<file path="config.mk">
export PLATFORM = sky130hd
export DESIGN_NAME = alu_arbiter
export DESIGN_NICKNAME = d
export VERILOG_FILES = /design/src/rtl/alu_pkg.sv /design/src/rtl/alu_core.sv /design/src/rtl/alu_arbiter.sv
export SDC_FILE = /design/constraint.sdc
export NUM_CORES = 2
export LEC_CHECK = 0
export BUFFER_PORTS_ARGS = -buffer_cell sky130_fd_sc_hd__buf_4
export CORE_MARGIN = 3
export CORE_UTILIZATION = 50
export DETAILED_ROUTE_END_ITERATION = 8
export GPL_ROUTABILITY_DRIVEN = 0
export PLACE_DENSITY = 0.8
export SLEW_MARGIN = 30
export SYNTH_ARGS = -nofsm -noshare
export SYNTH_HDL_FRONTEND = slang
export SYNTH_SLANG_ARGS = --single-unit
</file>
<file path="constraint.sdc">
create_clock -name clk -period 18.65 [get_ports clk]
set_clock_uncertainty 0.15 [all_clocks]
set_input_delay 1.865 -clock clk [delete_from_list [all_inputs] [get_ports clk]]
set_output_delay 1.865 -clock clk [all_outputs]
set_load 0.05 [all_outputs]
</file>
<file path="src/rtl/alu_pkg.sv">
// rtl/alu_pkg.sv - shared ALU opcode and arbiter state definitions
package alu_pkg;

  localparam logic [3:0] OP_ADD = 4'b0000;
  localparam logic [3:0] OP_SUB = 4'b0001;
  localparam logic [3:0] OP_MUL = 4'b0010;
  localparam logic [3:0] OP_AND = 4'b0011;
  localparam logic [3:0] OP_OR  = 4'b0100;
  localparam logic [3:0] OP_SLT = 4'b0101;

  typedef enum logic [1:0] {
    ST_IDLE = 2'd0,
    ST_EXEC = 2'd1,
    ST_MUL  = 2'd2,
    ST_RESP = 2'd3
  } state_t;

  // Multiply is the only op that takes the multi-cycle path.
  function automatic logic op_is_mul(input logic [3:0] op);
    return op == OP_MUL;
  endfunction

endpackage

</file>
<file path="src/rtl/alu_core.sv">
// rtl/alu_core.sv - combinational 32-bit ALU arithmetic core
module alu_core
  import alu_pkg::*;
(
  input  logic [3:0]  op,
  input  logic [31:0] a,
  input  logic [31:0] b,
  output logic [31:0] result,
  output logic        zero,
  output logic        err
);

  // Opcode decode; unsupported opcodes yield zero with the error flag set.
  always_comb begin
    result = '0;
    err    = 1'b0;
    case (op)
      OP_ADD:  result = a + b;
      OP_SUB:  result = a - b;
      OP_MUL:  result = a * b;
      OP_AND:  result = a & b;
      OP_OR:   result = a | b;
      OP_SLT:  result = {31'b0, $signed(a) < $signed(b)};
      default: err    = 1'b1;
    endcase
  end

  assign zero = (result == 32'd0);

endmodule

</file>
<file path="src/rtl/alu_arbiter.sv">
// rtl/alu_arbiter.sv - round-robin arbiter sharing one ALU between two requesters
module alu_arbiter
  import alu_pkg::*;
#(
  parameter int MUL_CYCLES = 3
) (
  input  logic        clk,
  input  logic        rst_n,
  input  logic [1:0]  req_valid,
  output logic [1:0]  req_ready,
  input  logic [3:0]  req_op0,
  input  logic [3:0]  req_op1,
  input  logic [31:0] req_a0,
  input  logic [31:0] req_b0,
  input  logic [31:0] req_a1,
  input  logic [31:0] req_b1,
  output logic        resp_valid,
  input  logic        resp_ready,
  output logic        resp_id,
  output logic [31:0] resp_result,
  output logic        resp_zero,
  output logic        resp_err,
  output logic        busy
);

  state_t      state, state_nxt;
  logic        last_grant;
  logic [3:0]  cnt;
  logic [3:0]  op_q;
  logic [31:0] a_q, b_q;
  logic        id_q;
  logic [31:0] result_q;
  logic        zero_q, err_q;

  logic [1:0]  grant;
  logic        grant_id;
  logic [3:0]  grant_op;
  logic        accept;

  logic [31:0] core_result;
  logic        core_zero, core_err;

  alu_core u_core (
    .op     (op_q),
    .a      (a_q),
    .b      (b_q),
    .result (core_result),
    .zero   (core_zero),
    .err    (core_err)
  );

  // Round-robin pick: a lone requester wins; on a tie the one not served last wins.
  always_comb begin
    grant = 2'b00;
    case (req_valid)
      2'b01:   grant = 2'b01;
      2'b10:   grant = 2'b10;
      2'b11:   grant = last_grant ? 2'b01 : 2'b10;
      default: grant = 2'b00;
    endcase
  end

  assign grant_id = grant[1];
  assign grant_op = grant_id ? req_op1 : req_op0;
  assign accept   = (state == ST_IDLE) && (req_valid != 2'b00);

  // State register.
  always_ff @(posedge clk or negedge rst_n) begin
    if (!rst_n) state <= ST_IDLE;
    else        state <= state_nxt;
  end

  // Next-state and handshake decode; ready is held off while reset is asserted.
  always_comb begin
    state_nxt = state;
    req_ready = 2'b00;
    case (state)
      ST_IDLE: begin
        if (req_valid != 2'b00) begin
          req_ready = rst_n ? grant : 2'b00;
          state_nxt = op_is_mul(grant_op) ? ST_MUL : ST_EXEC;
        end
      end
      ST_EXEC: state_nxt = ST_RESP;
      ST_MUL:  if (cnt == 4'd0) state_nxt = ST_RESP;
      ST_RESP: if (resp_ready) state_nxt = ST_IDLE;
      default: state_nxt = ST_IDLE;
    endcase
  end

  // Operand capture on grant, multiply countdown, and result registers.
  always_ff @(posedge clk or negedge rst_n) begin
    if (!rst_n) begin
      last_grant <= 1'b1;
      cnt        <= 4'd0;
      op_q       <= 4'd0;
      a_q        <= 32'd0;
      b_q        <= 32'd0;
      id_q       <= 1'b0;
      result_q   <= 32'd0;
      zero_q     <= 1'b0;
      err_q      <= 1'b0;
    end else begin
      if (accept) begin
        op_q       <= grant_op;
        a_q        <= grant_id ? req_a1 : req_a0;
        b_q        <= grant_id ? req_b1 : req_b0;
        id_q       <= grant_id;
        last_grant <= grant_id;
        cnt        <= 4'(MUL_CYCLES - 1);
      end
      if (state == ST_EXEC || (state == ST_MUL && cnt == 4'd0)) begin
        result_q <= core_result;
        zero_q   <= core_zero;
        err_q    <= core_err;
      end else if (state == ST_MUL) begin
        cnt <= cnt - 4'd1;
      end
    end
  end

  assign resp_valid  = (state == ST_RESP);
  assign busy        = (state != ST_IDLE);
  assign resp_id     = id_q;
  assign resp_result = result_q;
  assign resp_zero   = zero_q;
  assign resp_err    = err_q;

endmodule
</file>
==> qor.csv <==
stage,metric,value,unit
detailed_routing,drc,0,
detailed_routing,ant_nets,0,
yosys,synth_area_per_cell,8.40,µm²
grt,grt_pass1_wl,130000,µm
detailed_routing,viasPerCell,6.04,
worst_hold_path,hold_class,reg -> reg,
grt,grt_pass1_vias,22973,
clocking,cts_tree,built,
layout,drive_gt1_share,9.42,%
detailed_routing,first_iter_violations,2966,
floorplanning,die_area,52700,µm²
detailed_routing,routed_wl,83100,µm
yosys,synth-seq-cells,110,
placed_design,place_hpwl,64600,µm
floorplanning,core,49200,µm²
detailed_routing,first_pass_iters,8,
clocking,hold_buffers,0,
yosys,synth_edf_count,0,
worst_setup_path,cpMaxStageDelayCell,clkinv_1,
yosys,synthTopCellsByArea,"fa_1 (33%), ha_1 (11%), dfrtp_1 (11%)",
worst_setup_path,crit_buf_inv,7,
timing,hold_viol,0,
layout,multi_input_area,19800,µm²
clocking,cts_buffers,9,
yosys,synthCells,2977,
yosys,synth_top_area_cell,fa_1,
clocking,clock_latency,370,ps
timing,timing.final.ws_setup,9160,ps
layout,nNetsFinal,3816,
yosys,ys_warn_count,0,
timing,fin_tns_setup,0,ps
worst_setup_path,cpLargestDelayFamily,adder cells,
clocking,cts_setup_buffers,0,
floorplanning,die_x,230,µm
timing,fmaxAchievable,105,MHz
run,drv_cap,0,
yosys,ys_types,87,
layout,instances_no_fill,3711,
timing,finalCritPeriodShare,50.9,%
yosys,async_flop_share,100,%
yosys,syn_nets,3752,
worst_setup_path,crit_path_frequent_cell,fa_1,
yosys,syn_area,25000,µm²
worst_setup_path,path_class,reg -> reg,
layout,area_growth,8.57,%
worst_setup_path,cp_max_fo,19,
clocking,clk_pin_slew,70,ps
timing,worstMarginPinSlew,993,ps
worst_setup_path,critPathLaunchType,register,
clocking,cts_root_buffer,clkbuf_16,
worst_setup_path,critPathCaptureType,register,
grt,track_usage,31.8,%
floorplanning,fp-row-count,81,
layout,n_fill_cell,4305,
clocking,htree_levels,3,
floorplanning,num_io_pins,180,
timing,finalSetupViolCount,0,
placed_design,preCtsSetupSlack,9430,ps
grt,antenna_found_initial,2,
floorplanning,start_util,50.9,%
placed_design,numPortBuffers,179,
detailed_routing,vias,22415,
grt,grt-ovfl-total,0,
timing,relSlewSlack,33.7,%
yosys,synth_ff_type,dfrtp_1,
placed_design,dp_cells,3694,
timing,rsz0062_at_grt,false,
worst_setup_path,worst_path_largest_cell_delay,880,ps
timing,report.final.slew_viol_count,0,
detailed_routing,wl_per_cell,22.4,µm
worst_setup_path,required,18770,ps
yosys,ys_seq_area_share,11.0,%
clocking,cts.sinks,110,
outcome,status,"complete, no violations",
clocking,clock_path_buffers,2,
worst_setup_path,crit_arrival,9610,ps
timing,period_minus_slack,9490,ps
layout,regArea,2750,µm²
floorplanning,die-height,230,µm
grt,grt_start_max_net_pins,118,
yosys,synth_top_area_share,32.8,%
clocking,post_cts_resized,0,
layout by cell type, fill, tap and decap left out, drive strengths merged, types with 19 or more instances in the layout:
master	n
buf	213
a211oi	21
fa	410
a21oi	110
xnor2	80
dfrtp	109
xor2	23
nor3	33
o21ai	135
mux2i	75
a21o	21
ha	224
nor2b	19
nand2	347
nand3	30
nor2	410
inv	474
path summary, 6_finish.rpt:
path	from	to	slack (ps)	cells past startpoint
worst max-delay path	a_q[4]	resp_zero	9160	28
worst min-delay path	b_q[8]	b_q[8]	340	2
worst max register to register	a_q[4]	resp_zero	9160	28
worst min register to register	b_q[8]	b_q[8]	340	2
max in group asynchronous	rst_n	a_q[18]	15710	2
min in group asynchronous	rst_n	state[1]	1320	1
logic make-up (layout without fill, tap and decap cells):
logic type / after synthesis / after routing / share of synthesized area (%)
AOI/OAI and AO/OA: 462 / 462 / 12.1
xor gates and xnor gates: 103 / 103 / 3.61
adders and majority gates: 634 / 634 / 44.0
buffers and inverters: 645 / 714 / 9.86
DFF: 110 / 110 / 11.0
muxes: 88 / 88 / 3.59
other: 0 / 1 / 0
and+or+nand+nor: 935 / 935 / 15.8
synthesized netlist by cell type, drive strengths merged, types with 19 or more instances:
master and n:
a211oi 21, a21o 21, a21oi 110, buf 30, clkbuf 130, dfrtp 109
fa 410, ha 224, inv 472, mux2i 75, nand2 347, nand3 30
nor2 410, nor2b 19, nor3 33, o21ai 135, xnor2 80, xor2 23
metrics by stage:
step           instance area, µm²  util, %  hold slack (ps)
6_report                    27100     55.2              336
3_3_place_gp                26800     54.6              319
4_1_cts                     27100     55.2              341
2_1_floorplan               25000        -              301
5_1_grt                     27100     55.2              371
3_5_place_dp                26800     54.6              324
registers in the layout, summed over array words and instances, names as in the netlist:
register / count
last_grant: 1
resp_result: 32
resp_err: 1
resp_id: 1
cnt: 4
b_q: 32
resp_zero: 1
op_q: 4
state: 2
a_q: 32
layer usage:
layer	routed length, µm	vias to the layer above	track usage, %
li1	-	9574	-
met2	35900	1735	48.7
met5	12	-	0
met4	6650	2	19.6
met1	28900	10650	39.6
met3	11600	454	9.35
worst reg2reg max path: cells and delay by family (launching register included):
kind	cells	cell delay, ps
AOI/OAI and AO/OA	9	2580
xor gates and xnor gates	1	210
adders and majority gates	9	3900
buffers and inverters	7	1240
DFF	1	730
and+or+nand+nor	2	600
cell type report:
cell class	instances	share of cell area, %
multi-input cells	2222	73.0
flip-flops and latches	110	10.1
inverters	485	6.71
repair buffers	213	5.92
well taps	664	3.06
clock buffers	10	0.844
clock inverters	6	0.304
diodes	1	0.00922
Power is left out: the tool's default activity adds up to more than one toggle a clock period on the data nets, which glitch-free logic cannot reach.
